[config.mk]
export PLATFORM = sky130hd
export DESIGN_NAME = nes_controller_reader
export DESIGN_NICKNAME = d
export VERILOG_FILES = /design/src/rtl/nes_controller_reader.sv
export SDC_FILE = /design/constraint.sdc
export NUM_CORES = 1
export LEC_CHECK = 0
export CAP_MARGIN = 30
export CORE_ASPECT_RATIO = 0.9
export CORE_MARGIN = 1
export CORE_UTILIZATION = 51
export DETAILED_ROUTE_END_ITERATION = 12
export PLACE_DENSITY = 0.74
export SLEW_MARGIN = 10
export SYNTH_ARGS = -nofsm -noshare
export SYNTH_HDL_FRONTEND = slang
export SYNTH_SLANG_ARGS = --single-unit
[constraint.sdc]
create_clock -name pixelClock -period 2.09 [get_ports pixelClock]
set_input_delay 0.3135 -clock pixelClock [delete_from_list [all_inputs] [get_ports pixelClock]]
set_output_delay 0.3135 -clock pixelClock [all_outputs]
set_load 0.02 [all_outputs]
[src/rtl/nes_controller_reader.sv]
// nes_controller_reader
//   Polls an NES gamepad once per frame over its latch/clock/data interface
//   and presents the eight buttons as an active-high byte.
//
//   Parameters
//     halfPeriod   : pixelClock cycles per nesClock low or high phase (4..65535)
//
//   Ports
//     pixelClock   : system clock, rising edge
//     reset        : synchronous, active-high
//     vSyncStart   : one-cycle frame-start pulse, starts a poll when idle
//     nesData      : serial data from the pad, asynchronous, 0 = pressed
//     nesLatch     : latch strobe to the pad, active-high
//     nesClock     : shift clock to the pad, idles low
//     buttons      : button states, 1 = pressed, bit positions per button* below
//     buttonsValid : one-cycle pulse on the cycle buttons has just updated
//     busy         : high while a poll is in progress
module nes_controller_reader #(
  parameter logic [15:0] halfPeriod = 16'd240
) (
  input  logic       pixelClock,
  input  logic       reset,
  input  logic       vSyncStart,
  input  logic       nesData,
  output logic       nesLatch,
  output logic       nesClock,
  output logic [7:0] buttons,
  output logic       buttonsValid,
  output logic       busy
);

  localparam logic [2:0] buttonA      = 3'd0;
  localparam logic [2:0] buttonB      = 3'd1;
  localparam logic [2:0] buttonSelect = 3'd2;
  localparam logic [2:0] buttonStart  = 3'd3;
  localparam logic [2:0] buttonUp     = 3'd4;
  localparam logic [2:0] buttonDown   = 3'd5;
  localparam logic [2:0] buttonLeft   = 3'd6;
  localparam logic [2:0] buttonRight  = 3'd7;

  // Serial position (order the pad shifts bits out) -> bit of buttons.
  localparam logic [7:0][2:0] SERIAL_TO_INDEX = {
    buttonRight, buttonLeft, buttonDown, buttonUp,
    buttonStart, buttonSelect, buttonB, buttonA
  };

  typedef enum logic [2:0] {
    IDLE,
    LATCH,
    LOW,
    HIGH,
    DONE
  } state_t;

  state_t      r_state;
  state_t      w_next;
  logic [15:0] r_phase;
  logic [15:0] w_phase;
  logic [2:0]  r_index;
  logic [2:0]  w_index;
  logic        r_half;
  logic        w_half;
  logic [7:0]  r_shift;
  logic [7:0]  w_shift;
  logic        w_load;
  logic        w_phase_end;

  logic        r_sync1;
  logic        r_sync2;
  logic        r_latch;
  logic        r_clk;
  logic [7:0]  r_buttons;
  logic        r_valid;
  logic        r_busy;

  assign w_phase_end = (r_phase == 16'd1);

  // The latch pulse spans two half periods; it is timed as two back-to-back
  // halfPeriod phases (r_half) so the 16-bit counter never has to hold
  // 2*halfPeriod, which can exceed 16 bits.
  always_comb begin
    w_next  = r_state;
    w_phase = r_phase - 16'd1;
    w_index = r_index;
    w_half  = r_half;
    w_shift = r_shift;
    w_load  = 1'b0;
    unique case (r_state)
      IDLE: begin
        w_phase = r_phase;
        if (vSyncStart) begin
          w_next  = LATCH;
          w_phase = halfPeriod;
          w_half  = 1'b0;
          w_shift = '0;
        end
      end
      LATCH: begin
        if (w_phase_end) begin
          w_phase = halfPeriod;
          if (!r_half) begin
            w_half = 1'b1;
          end else begin
            w_next  = LOW;
            w_index = '0;
          end
        end
      end
      LOW: begin
        if (w_phase_end) begin
          // Sample at the very end of the low phase, just before the pad
          // is told to shift.
          w_shift[SERIAL_TO_INDEX[r_index]] = ~r_sync2;
          w_phase = halfPeriod;
          if (r_index == 3'd7) begin
            w_next = DONE;
          end else begin
            w_next = HIGH;
          end
        end
      end
      HIGH: begin
        if (w_phase_end) begin
          w_phase = halfPeriod;
          w_index = r_index + 3'd1;
          w_next  = LOW;
        end
      end
      DONE: begin
        w_next = IDLE;
        w_load = 1'b1;
      end
      default: begin
        w_next = IDLE;
      end
    endcase
  end

  always_ff @(posedge pixelClock) begin
    if (reset) begin
      r_state   <= IDLE;
      r_phase   <= '0;
      r_index   <= '0;
      r_half    <= 1'b0;
      r_shift   <= '0;
      r_sync1   <= 1'b1;
      r_sync2   <= 1'b1;
      r_latch   <= 1'b0;
      r_clk     <= 1'b0;
      r_buttons <= '0;
      r_valid   <= 1'b0;
      r_busy    <= 1'b0;
    end else begin
      r_state <= w_next;
      r_phase <= w_phase;
      r_index <= w_index;
      r_half  <= w_half;
      r_shift <= w_shift;
      r_sync1 <= nesData;
      r_sync2 <= r_sync1;
      // Outputs are registered from the next state so they line up with
      // the state register.
      r_latch <= (w_next == LATCH);
      r_clk   <= (w_next == HIGH);
      r_busy  <= (w_next != IDLE);
      r_valid <= w_load;
      if (w_load) begin
        r_buttons <= r_shift;
      end
    end
  end

  assign nesLatch     = r_latch;
  assign nesClock     = r_clk;
  assign buttons      = r_buttons;
  assign buttonsValid = r_valid;
  assign busy         = r_busy;

endmodule

==> results.md <==
* Die H at 62.7 µm
* Fill cells at 313
* Row count at 21
* CTS tree: yes
* Num CTS Buffers at 5
* Multi-input logic area at 1070 µm²
* Vias in the first global route at 1595
* Mean Syn Cell Area at 8.68 µm²
* Routed WL per cell at 13.9 µm
* Via Count at 1713
* Synth Area in Simple Gates at 24.9%
* Clk_skew at 0.00606 ns
* Main synth FF type: dfxtp_1
* Top Metal Used: met4
* Final Setup Violations at 0
* Final Cycle Share at 96.3%
* Final WL at 4300 µm
* Layout cells sized above 1 at 16.0%
* Power Density at 882 nW/µm²
* Synth top area share at 46.0%
* Worst Setup End Kind: flop
* Hold Fails Final Rpt at 0
* Worst setup margin at 0.0774 ns
* Max Buffers Root-to-Sink at 2
* CTS root buffer: clkbuf_8
* Area added between synthesis and finish at 19.2%
* Antenna violations before repair at 0
* Synth top area cells: dfxtp_1 46%, nor2_1 5.4%, a21oi_1 5.0%
* Register area share after synthesis at 46.0%
* Post-layout min period at 2.01 ns
* Hold Crit Depth at 1
* Post-route ant nets at 0
* Placement Setup Slack at -0.0533 ns
* Initial Util at 54.9%
* Total gr overflow at 0
* Post-synthesis mux area share at 0.479%
* Yosys cell types at 50
* Critical Path RT at 2.32 ns
* Synth Area in Adders at 2.39%
* Status: finished clean
* YS warnings at 0
* CTS H-Tree Depth at 2
* Count leader, synth: dfxtp_1
* GP Congestion at 0.901
* Pin count of the biggest net entering global routing at 15
* Critical path type: flop to flop
* Slew Viols, Final at 0
* Top cells by count, synth: 48 x dfxtp_1, 30 x nor2_1, 25 x nand2_1
* DRT met1 WL at 2180 µm
* Type of the most critical hold path: flop to flop
* Post-synth EDFFs at 0
* Met2 wire len at 1920 µm
* FMAX at 497 MHz
* CP Launch Type: flop
* Max-slew headroom at 45.8%
* Netlist Area Pre-Place at 2090 µm²
* Net Count, Synth at 249
* Via density at 5.54
* Largest family of logic cells by synthesized area: simple AND/OR/NAND/NOR gates
* Flops & latches, synth at 48
* # DRC at 0
* Synth Area in XOR/XNOR at 4.61%
* Hpwl dp at 2990 µm
* Post-synth ARST share at 0%
* Setup TNS at 0 ns
* First-iteration detailed-routing DRC count at 115
* Synth Area in Compound Gates at 16.6%
* First-pass GRT wire length at 7090 µm
* Clock sinks at 48
* GRT Util Overall at 20.4%
* Worst-Margin Slew at 0.806 ns
* Die area at 4360 µm²
* First drt pass iteration count at 4
* Die Span X at 69.5 µm
* Clock latency on the worst-skew pair at 0.30 ns
* Core area at 3810 µm²
* LEAKAGE at 0.925 nW
* RSZ-0062 raised after global routing: yes
* NumNets Final at 271
* Buffers on Ports at 15
* R2R cell count at 5
* FF/Latch Area at 963 µm²
* Critical Path Fanout Max at 5
* Post-synthesis cell count at 241
* Yosys top cell by area: dfxtp_1
* Top-Level Pins at 16
* Clk slew on worst S/H paths at 0.08 ns
* Detail Route met3 WL at 131 µm
* Max-Cap Viols at 0
* # diodes at 0
* Maximum VDD drop at 444 µV
* Crit path DAT at 2.24 ns
==> cell type report <==
| class | count | share of cell area, % |
|---|---|---|
| multi-input cells | 173 | 42.8 |
| flip-flops and latches | 48 | 38.7 |
| repair buffers | 28 | 9.99 |
| clock buffers | 5 | 2.76 |
| clock inverters | 2 | 2.41 |
| well taps | 46 | 2.31 |
| inverters | 7 | 1.05 |
==> report_power, final <==
part	internal [W]	switching (W)
registers	0.000965	0.0000444
logic	0.000204	0.000222
clock network	0.000471	0.000292
total	0.00164	0.000558
==> routing by layer <==
metal  GRT usage [%]  up-vias
met5               0        -
met1            27.3      784
met3            3.87        8
met4            9.95        0
li1                -      888
met2            31.4       33
==> final timing paths <==
kind | slack (ns) | startpoint | end
max | 0.08 | r_phase[5] | r_phase[13]
min | 0.43 | r_sync1 | r_sync2
max reg2reg | 0.08 | r_phase[5] | r_phase[13]
min reg2reg | 0.43 | r_sync1 | r_sync2
==> registers in the layout (all words and copies together), names as in the netlist, named ones only <==
name and flops:
r_sync2 1, r_sync1 1, busy 1, nesClock 1, buttonsValid 1, r_half 1, r_state 3, r_index 3
r_phase 16, r_shift 8, buttons 8, nesLatch 1
==> metrics by stage <==
step / cells / area [µm²] / hold WS, ns / utilization (%) / total power [W]
after floorplan: 241 / 2090 / 0.389 / - / 0.00131
after global placement: 300 / 2300 / 0.402 / 60.4 / 0.00141
after detailed placement: 300 / 2300 / 0.419 / 60.4 / 0.00142
after CTS: 307 / 2440 / 0.439 / 64.0 / 0.00218
after global routing: 309 / 2490 / 0.453 / 65.4 / 0.00231
final: 309 / 2490 / 0.430 / 65.4 / 0.00220
==> timing repair <==
action                                  CTS  global route
cloned                                    0             1
gates resized for setup                   1            18
hold buffers                              0             0
endpoints found under the setup margin    8            14
pin swaps                                 0             6
buffers inserted                          0             1
==> cell usage in the layout, fill, tap and decap left out, types with 2 or more instances in the layout <==
cell type        count
nor3_1               7
or2_2                2
dfxtp_2              2
nand2b_1             3
nor2_1              30
a211oi_2             2
bufinv_16            2
and2_1               2
or3_1                4
nor4_1               4
inv_1                7
nand2_1             25
or4_1                2
xor2_1               3
a31oi_1              5
nand4_1              3
o21ai_1              7
o21ai_0              8
nand3_1              2
dfxtp_1             46
ha_1                 4
buf_4               11
or3_4                2
a21oi_1             21
clkdlybuf4s50_1     15
clkbuf_8             5
nor3_2               2
xnor2_1              8
==> critical path: stages, from the launching register on <==
cell and delay, ns:
dfxtp_1 0.35, or3_4 0.41, or2_4 0.28, or4_1 0.48
or3_1 0.32, a21oi_1 0.12
==> kinds of logic (layout without fill, tap and decap cells) <==
| kind of cell | after synthesis | count (layout) |
|---|---|---|
| AND/OR/NAND/NOR | 100 | 100 |
| AO/OA/AOI/OAI | 57 | 57 |
| flip-flops | 48 | 48 |
| buffers and inverters | 20 | 42 |
| XOR/XNOR | 11 | 11 |
| adder cells (fa/ha/maj) | 4 | 4 |
| multiplexers | 1 | 1 |
(Power assumes the default switching activity.)
